==> src/rtl/mastermind_guess_sequencer.sv <==
// rtl/mastermind_guess_sequencer.sv - Mastermind game sequencer: cursor, guess entry, peg scoring, history
// Optional MM_FAST_SCORE_EN: single-cycle combinational scorer instead of the 21-cycle sequential one.

module mastermind_guess_sequencer #(
  parameter int NUM_SLOTS   = 4,
  parameter int COLOR_W     = 3,
  parameter int MAX_GUESSES = 8
) (
  input  logic                             ClkPort,
  input  logic                             Reset,
  input  logic [NUM_SLOTS*COLOR_W-1:0]     correct_answer,
  input  logic [COLOR_W-1:0]               current_color,
  input  logic                             confirm_color,
  input  logic                             check_guess,
  input  logic                             btn_left,
  input  logic                             btn_right,
  input  logic [$clog2(MAX_GUESSES)-1:0]   hist_rd_idx,
  output logic [NUM_SLOTS*COLOR_W-1:0]     hist_rd_guess,
  output logic [$clog2(NUM_SLOTS+1)-1:0]   hist_rd_black,
  output logic [$clog2(NUM_SLOTS+1)-1:0]   hist_rd_white,
  output logic                             hist_rd_valid,
  output logic [NUM_SLOTS*COLOR_W-1:0]     current_guess,
  output logic [$clog2(NUM_SLOTS)-1:0]     cursor,
  output logic [$clog2(MAX_GUESSES)-1:0]   guess_num,
  output logic                             q_Start,
  output logic                             q_Input,
  output logic                             q_Check,
  output logic                             q_DoneC,
  output logic                             q_DoneNC
);

  localparam int GUESS_W   = NUM_SLOTS * COLOR_W;
  localparam int SLOT_W    = $clog2(NUM_SLOTS);
  localparam int GN_W      = $clog2(MAX_GUESSES);
  localparam int SC_W      = $clog2(NUM_SLOTS + 1);
  localparam int LAST_STEP = NUM_SLOTS + NUM_SLOTS * NUM_SLOTS;
  localparam int CNT_W     = $clog2(LAST_STEP + 1);
  localparam int PAIR_W    = 2 * SLOT_W;

  // One-hot encoding so the state register bits are the state flag outputs.
  typedef enum logic [4:0] {
    ST_START   = 5'b00001,
    ST_INPUT   = 5'b00010,
    ST_CHECK   = 5'b00100,
    ST_DONE_C  = 5'b01000,
    ST_DONE_NC = 5'b10000
  } state_t;

  state_t                 state_q;
  logic [GUESS_W-1:0]     secret_q;
  logic [GUESS_W-1:0]     current_guess_q;
  logic [SLOT_W-1:0]      cursor_q;
  logic [GN_W-1:0]        guess_num_q;
  logic [GUESS_W-1:0]     hist_guess_q [MAX_GUESSES];
  logic [SC_W-1:0]        hist_black_q [MAX_GUESSES];
  logic [SC_W-1:0]        hist_white_q [MAX_GUESSES];
  logic [MAX_GUESSES-1:0] hist_valid_q;

  logic                   all_filled;
  logic                   score_done;
  logic [SC_W-1:0]        score_black;
  logic [SC_W-1:0]        score_white;

  always_comb begin
    all_filled = 1'b1;
    for (int k = 0; k < NUM_SLOTS; k++) begin
      if (current_guess_q[k*COLOR_W +: COLOR_W] == '0) all_filled = 1'b0;
    end
  end

`ifdef MM_FAST_SCORE_EN
  function automatic logic [2*SC_W-1:0] score_fn(input logic [GUESS_W-1:0] g,
                                                 input logic [GUESS_W-1:0] s);
    logic [NUM_SLOTS-1:0] gu;
    logic [NUM_SLOTS-1:0] su;
    logic [SC_W-1:0]      b;
    logic [SC_W-1:0]      w;
    gu = '0;
    su = '0;
    b  = '0;
    w  = '0;
    for (int i = 0; i < NUM_SLOTS; i++) begin
      if (g[i*COLOR_W +: COLOR_W] == s[i*COLOR_W +: COLOR_W]) begin
        b     = b + SC_W'(1);
        gu[i] = 1'b1;
        su[i] = 1'b1;
      end
    end
    // Same (i outer, j inner) greedy order as the sequential scan.
    for (int i = 0; i < NUM_SLOTS; i++) begin
      for (int j = 0; j < NUM_SLOTS; j++) begin
        if (!gu[i] && !su[j] && g[i*COLOR_W +: COLOR_W] == s[j*COLOR_W +: COLOR_W]) begin
          w     = w + SC_W'(1);
          gu[i] = 1'b1;
          su[j] = 1'b1;
        end
      end
    end
    return {b, w};
  endfunction

  assign {score_black, score_white} = score_fn(current_guess_q, secret_q);
  assign score_done = 1'b1;
`else
  logic [CNT_W-1:0]     step_q;
  logic [SC_W-1:0]      black_q, black_d;
  logic [SC_W-1:0]      white_q, white_d;
  logic [NUM_SLOTS-1:0] gused_q, gused_d;
  logic [NUM_SLOTS-1:0] sused_q, sused_d;
  logic [PAIR_W-1:0]    pair_idx;
  logic [SLOT_W-1:0]    gi, sj;
  logic [COLOR_W-1:0]   g_col, s_col;
  logic                 in_phase_a;

  assign score_done  = (step_q == CNT_W'(LAST_STEP));
  assign score_black = black_q;
  assign score_white = white_q;

  // One comparator pair: steps 0..N-1 compare slot i to i, then N^2 steps walk (i,j).
  always_comb begin
    in_phase_a = (step_q < CNT_W'(NUM_SLOTS));
    pair_idx   = PAIR_W'(step_q - CNT_W'(NUM_SLOTS));
    if (in_phase_a) begin
      gi = step_q[SLOT_W-1:0];
      sj = step_q[SLOT_W-1:0];
    end else begin
      gi = pair_idx[PAIR_W-1:SLOT_W];
      sj = pair_idx[SLOT_W-1:0];
    end
    g_col   = current_guess_q[gi*COLOR_W +: COLOR_W];
    s_col   = secret_q[sj*COLOR_W +: COLOR_W];
    black_d = black_q;
    white_d = white_q;
    gused_d = gused_q;
    sused_d = sused_q;
    if (!score_done && g_col == s_col && !gused_q[gi] && !sused_q[sj]) begin
      if (in_phase_a) black_d = black_q + SC_W'(1);
      else            white_d = white_q + SC_W'(1);
      gused_d[gi] = 1'b1;
      sused_d[sj] = 1'b1;
    end
  end

  always_ff @(posedge ClkPort or posedge Reset) begin
    if (Reset) begin
      step_q  <= '0;
      black_q <= '0;
      white_q <= '0;
      gused_q <= '0;
      sused_q <= '0;
    end else if (state_q != ST_CHECK || score_done) begin
      step_q  <= '0;
      black_q <= '0;
      white_q <= '0;
      gused_q <= '0;
      sused_q <= '0;
    end else begin
      step_q  <= step_q + CNT_W'(1);
      black_q <= black_d;
      white_q <= white_d;
      gused_q <= gused_d;
      sused_q <= sused_d;
    end
  end
`endif

  always_ff @(posedge ClkPort or posedge Reset) begin
    if (Reset) begin
      state_q         <= ST_START;
      secret_q        <= '0;
      current_guess_q <= '0;
      cursor_q        <= '0;
      guess_num_q     <= '0;
      hist_valid_q    <= '0;
      for (int e = 0; e < MAX_GUESSES; e++) begin
        hist_guess_q[e] <= '0;
        hist_black_q[e] <= '0;
        hist_white_q[e] <= '0;
      end
    end else begin
      case (state_q)
        ST_START: begin
          if (confirm_color || check_guess) begin
            secret_q        <= correct_answer;
            current_guess_q <= '0;
            cursor_q        <= '0;
            state_q         <= ST_INPUT;
          end
        end
        ST_INPUT: begin
          if (confirm_color) begin
            if (current_color != '0) begin
              current_guess_q[cursor_q*COLOR_W +: COLOR_W] <= current_color;
              cursor_q <= cursor_q + 1'b1;
            end
          end else if (check_guess) begin
            if (all_filled) state_q <= ST_CHECK;
          end else if (btn_left != btn_right) begin
            cursor_q <= btn_left ? cursor_q - 1'b1 : cursor_q + 1'b1;
          end
        end
        ST_CHECK: begin
          if (score_done) begin
            hist_guess_q[guess_num_q] <= current_guess_q;
            hist_black_q[guess_num_q] <= score_black;
            hist_white_q[guess_num_q] <= score_white;
            hist_valid_q[guess_num_q] <= 1'b1;
            if (score_black == SC_W'(NUM_SLOTS)) begin
              state_q <= ST_DONE_C;
            end else if (guess_num_q == GN_W'(MAX_GUESSES - 1)) begin
              state_q <= ST_DONE_NC;
            end else begin
              guess_num_q     <= guess_num_q + GN_W'(1);
              current_guess_q <= '0;
              cursor_q        <= '0;
              state_q         <= ST_INPUT;
            end
          end
        end
        ST_DONE_C, ST_DONE_NC: begin
          if (check_guess) begin
            state_q      <= ST_START;
            guess_num_q  <= '0;
            hist_valid_q <= '0;
          end
        end
        default: state_q <= ST_START;
      endcase
    end
  end

  assign hist_rd_guess = hist_guess_q[hist_rd_idx];
  assign hist_rd_black = hist_black_q[hist_rd_idx];
  assign hist_rd_white = hist_white_q[hist_rd_idx];
  assign hist_rd_valid = hist_valid_q[hist_rd_idx];
  assign current_guess = current_guess_q;
  assign cursor        = cursor_q;
  assign guess_num     = guess_num_q;
  assign q_Start       = state_q[0];
  assign q_Input       = state_q[1];
  assign q_Check       = state_q[2];
  assign q_DoneC       = state_q[3];
  assign q_DoneNC      = state_q[4];

endmodule
==> config.mk <==
export PLATFORM = sky130hd
export DESIGN_NAME = mastermind_guess_sequencer
export DESIGN_NICKNAME = d
export VERILOG_FILES = /design/src/rtl/mastermind_guess_sequencer.sv
export SDC_FILE = /design/constraint.sdc
export NUM_CORES = 1
export LEC_CHECK = 0
export ABC_AREA = 1
export CORE_MARGIN = 8
export CORE_UTILIZATION = 55
export DETAILED_ROUTE_END_ITERATION = 10
export GPL_TIMING_DRIVEN = 0
export PLACE_DENSITY_LB_ADDON = 0.1
export SLEW_MARGIN = 20
export SYNTH_ARGS = -nofsm -noshare
export SYNTH_HDL_FRONTEND = slang
export SYNTH_SLANG_ARGS = --single-unit
==> constraint.sdc <==
create_clock -name ClkPort -period 9.1 [get_ports ClkPort]
set_input_delay 2.73 -clock ClkPort [delete_from_list [all_inputs] [get_ports ClkPort]]
set_output_delay 2.73 -clock ClkPort [all_outputs]
set_load 0.005 [all_outputs]
Word-level counts from Yosys, hierarchy flattened:

Index checks and enable logic that the tools add are counted.

* flip-flop bits (word level): 205
* input port bits: 24
* output and inout port bits: 41
* logic and storage cells: 202

* add/sub/neg operators: 8
* $mul: 3
* order comparisons: 11
* eq/ne operators: 25
* shifts and indexed selects: 4
* multiplexer cells: 80
* bitwise operators: 5
* reductions and logical operators: 31

Operators with widths (count)
* $mux W12: 9
* $bwmux W96: 1
* $bwmux W24: 2
* $mux W3: 15
* $mux W5: 9
* $bmux W12 S3: 1
* $demux W12 S3: 1
* $pmux W12 S3: 1
* $neg A4 Y34: 1
* $shift A3 B34 Y12 const A: 1
* $shiftx A3 B34 Y12: 1
* $shiftx A12 B5 Y3: 2
* $mux W2: 11
* $ne A2 B2 Y1 const B: 10
* $pmux W5 S4: 1
* $bmux W3 S3: 2
* $mux W4: 4
* $mux W8: 2
* $pmux W8 S2: 1
* $bwmux W12: 1
* $logic_not A3 Y1: 4
* $mul A2 B2 Y4 const B: 3
* $eq A5 B5 Y1 const B: 2
* $mux W1: 10
* 44 further kinds: 72

Logic depth before layout (Yosys ltp):

* depth after elaboration: 10
* depth in mapped cells: 15
* mapped depth without buffers: 14

Worst setup path after synthesis:

Ideal clock, no wire load.

* kind: in2out
* from: in hist_rd_idx[0]
* to: out hist_rd_guess[0]
* data arrival time: 3.887 ns
* required time: 6.370 ns
* setup slack: 2.483 ns
* stages on the path: 8
* buffers on the path: 3
* path through: clkbuf_1 inv_1 clkbuf_1 clkbuf_1 nor2_1 o22ai_1 nor2_1 a31oi_1

* cells in the longest elaborated chain, start to end: 4

Ends and longest elaborated chain
* start: declaration: line 17 `input logic [$clog2(MAX_GUESSES)-1:0] hist_rd_idx,`
* $not A3 Y4 (implied by the code): line 232 `assign hist_rd_guess = hist_guess_q[hist_rd_idx];`
* $bmux W12 S3: line 232
* $mux W12 (implied by the code) (2 in a row): line 232
* end: declaration: line 18 `output logic [NUM_SLOTS*COLOR_W-1:0] hist_rd_guess,`

No other way between the ends. The select of a mux whose other input is x is not followed.

Worst setup path after layout:

* from: in hist_rd_idx[1]
* to: out hist_rd_guess[10]

Same word-level chain as after synthesis.

==> results.sh <==
export IMPL_status="completed"
export IMPL_placed_cell_area_mm2=0.0107
export IMPL_drv_cap=0
export IMPL_slowest_stage="clkbuf_1"
export IMPL_cellPowerDensity_mw_per_mm2=223
export IMPL_reg2reg_to="current_guess[6]"
export IMPL_synth_top_family_by_area="simple AND/OR/NAND/NOR gates"
export IMPL_drc=0
export IMPL_final_antenna_net_count=0
export IMPL_layout_nets=1311
export IMPL_synth_top_cell_by_area="dfrtp_1"
export IMPL_overflow=0
export IMPL_synthTopCellsByArea="dfrtp_1 (53%), o21ai_0 (12%), nand2_1 (8.9%)"
export IMPL_dp_cells=1472
export IMPL_criticalPathCategory="in -> out"
export IMPL_dr_pass1_iters=5
export IMPL_synth_edff_count=0
export IMPL_crit_chain="clkdlybuf4s50_1, clkbuf_1, clkbuf_1, o21ai_0, o22ai_1, nor2_1, a31oi_1, clkdlybuf4s50_1"
export IMPL_total_leakage_power_nw=5.10
export IMPL_worstHoldPathType="reg -> reg"
export IMPL_ys_ff_latch=205
export IMPL_clkTransAtPathRegs_ps=60
export IMPL_cts_tree="done"
export IMPL_synthToLayoutAreaGrowth_pct=17.3
export IMPL_num_vias=8491
export IMPL_die_h_um=149
export IMPL_die_area_mm2=0.0222
export IMPL_num_fill_cells=1500
export IMPL_dp_hpwl_um=19000
export IMPL_initial_core_util=0.561
export IMPL_start_kind="primary input"
export IMPL_rsz0062_at_grt="false"
export IMPL_rows=48
export IMPL_viasPerCell=5.62
export IMPL_max_stage_delay_ps=540
export IMPL_grt_pass1_wl_um=44000
export IMPL_cp_required_ps=6370
export IMPL_crit_start="hist_rd_idx[1]"
export IMPL_p_sw_frac=0.318
export IMPL_muxShareOfSynthArea=0.00928
export IMPL_grt_pass1_vias=8517
export IMPL_slew_violations=0
export IMPL_end_kind="output pin"
export IMPL_post_cts_resized=0
export IMPL_cts_root_buf="clkbuf_16"
export IMPL_seq_area_mm2=0.00513
export IMPL_arrival_ps=5380
export IMPL_syn_area_mm2=0.00971
export IMPL_antenna_found_initial=0
export IMPL_stdcell_area_mm2=0.0114
export IMPL_cts_made_buffers=23
export IMPL_p_clk_frac=0.352
export IMPL_wirelength_um=26500
export IMPL_p_switching_uw=806
export IMPL_synth_fa_ha_area_frac=0.0193
export IMPL_min_period_ps=8110
export IMPL_postSynthCellCount=1183
export IMPL_synth_xor_xnor_area_share=0.00451
export IMPL_drive_gt1_frac=0.0630
export IMPL_crit_end="hist_rd_guess[10]"
export IMPL_yosysSeqAreaShare=0.529
export IMPL_routedWlPerCell_um=17.6
export IMPL_ys_top_cells_by_count="o21ai_0 (241), nand2_1 (230), dfrtp_1 (204), nor2_1 (163), inv_1 (72)"
export IMPL_yosysMostFrequentCell="o21ai_0"
export IMPL_slew_headroom=0.469
export IMPL_synth_compound_area_frac=0.171
export IMPL_r2r_slack_ps=6390
export IMPL_reg2reg_from="step_q[0]"
export IMPL_synth_top_area_frac=0.526
export IMPL_ys_warn_count=0
export IMPL_antenna_cells=0
export IMPL_die_w_um=149
export IMPL_ios=65
export IMPL_power_mw=2.54
export IMPL_cts_buffer_depth=3
export IMPL_synth_flop_cell="dfrtp_1"
export IMPL_vdd_drop_max_mv=0.182
export IMPL_drt_iter0_drc=749
export IMPL_post_cts_setup_buffer_count=0
export IMPL_synthSimpleGateAreaFrac=0.210
export IMPL_clock_fmax_mhz=123
export IMPL_worst_pin_slew_ps=791
export IMPL_gp_congestion=0.902
export IMPL_clock_latency_ps=520
export IMPL_grt_usage=0.245
export IMPL_synthArstFlopShare=1.00
export IMPL_setup_viol=0
export IMPL_coreArea_mm2=0.0173
export IMPL_pwr_share_seq=0.410
export IMPL_finalClockSkew_ps=13.9
export IMPL_synth_distinct_cells=34
export IMPL_multi_input_area_mm2=0.00402
export IMPL_final_cell_count_no_fill=1511
export IMPL_cts_max_level=1
export IMPL_power_frac_comb=0.239
export IMPL_grt_max_degree=105
export IMPL_syn_mean_instance_area_um2=8.20
export IMPL_hold_path_depth=2
export IMPL_reg2reg_depth=11
export IMPL_ctsHoldBuffers=0
export IMPL_period_share=0.891
export IMPL_path_max_fanout=10
export IMPL_finalHoldViolCount=0
export IMPL_clock_sinks=205
export IMPL_syn_nets=1222
export IMPL_p_int_mw=1.73
export IMPL_port_buffers=63
==> worst min-delay path by stage <==
stage          slack, ps          endpoint              from
6_report             480  hist_guess_q[51]  hist_guess_q[51]
5_1_grt              490  hist_guess_q[73]  hist_guess_q[73]
4_1_cts              480  hist_black_q[20]  hist_black_q[20]
3_5_place_dp         470  hist_black_q[20]  hist_black_q[20]
3_3_place_gp         460  hist_guess_q[51]  hist_guess_q[51]
2_1_floorplan        450  hist_black_q[12]  hist_black_q[12]
==> cells in the final DEF, fill, tap and decap left out, types with 2 or more instances in the layout <==
master / netlist / layout
clkbuf_16: 0 / 23
clkbuf_8: 0 / 8
clkinv_1: 2 / 2
clkbuf_1: 56 / 58
nor2_1: 163 / 163
xor2_1: 4 / 4
nand2_4: 2 / 2
dfrtp_1: 204 / 204
o31ai_1: 2 / 2
nand3_1: 47 / 47
nor3_1: 23 / 23
nand4_1: 8 / 8
nand2_2: 11 / 11
clkinv_2: 0 / 4
nor2_2: 3 / 3
o21ai_1: 2 / 2
ha_1: 15 / 15
o22ai_1: 19 / 19
a21oi_1: 30 / 30
nor2_4: 2 / 2
inv_1: 72 / 71
buf_6: 3 / 3
a31oi_1: 19 / 19
clkdlybuf4s50_1: 0 / 63
inv_2: 6 / 6
nand2_1: 230 / 230
mux2_2: 8 / 8
o21ai_0: 241 / 241
o211ai_1: 2 / 2
==> power by group through the flow <==
stage                     Combinational, mW  Sequential (mW)  Clock (mW)
after floorplan                       0.395             1.04           0
after global routing                  0.678             1.05       0.942
after CTS                             0.606             1.04       0.903
after detailed placement              0.602             1.05           0
after global placement                0.590             1.05           0
final                                 0.605             1.04       0.892
==> state kept, by name (all words and copies together) (netlist names) <==
| register | cells |
|---|---|
| hist_guess_q | 96 |
| score_white | 3 |
| hist_black_q | 24 |
| hist_valid_q | 8 |
| current_guess | 12 |
| gused_q | 4 |
| state_q | 5 |
| hist_white_q | 24 |
| step_q | 5 |
| black_q | 3 |
| sused_q | 4 |
| secret_q | 12 |
| cursor | 2 |
| guess_num | 3 |
==> per-stage QoR <==
step / util / setup WS [ps] / TNS [ps] / hold WS [ps]
after floorplan: - / 776 / 0 / 448
after global placement: 0.614 / -1890 / -381260 / 461
after detailed placement: 0.616 / 1090 / 0 / 468
after CTS: 0.658 / 1080 / 0 / 482
after global routing: 0.658 / 905 / 0 / 491
final: 0.658 / 988 / 0 / 477
==> critical path, delay by kind of cell <==
kind	cells	cell delay [ps]
compound gates	3	620
buf+inv	4	1940
simple gates	1	90
==> cell type report <==
| cell class | count | area share |
|---|---|---|
| clock inverters | 6 | 0.00319 |
| multi-input cells | 838 | 0.353 |
| clock buffers | 33 | 0.0609 |
| well taps | 225 | 0.0247 |
| inverters | 80 | 0.0270 |
| repair buffers | 64 | 0.0578 |
| flip-flops and latches | 205 | 0.451 |
| plain buffers | 60 | 0.0221 |
==> cell families after synthesis <==
family,after synthesis
fa+ha+maj,15
buf+inv,140
xor+xnor,5
mux,8
flops,205
simple gates,492
compound gates,318
==> per-layer routing <==
metal	global-route usage	vias to the layer above	routed length [µm]
li1	-	4109	-
met1	0.323	4076	11400
met2	0.416	271	12900
met3	0.0319	35	1730
met4	0.0697	0	431
met5	0	-	0
Power figures use the tool's default switching activity.
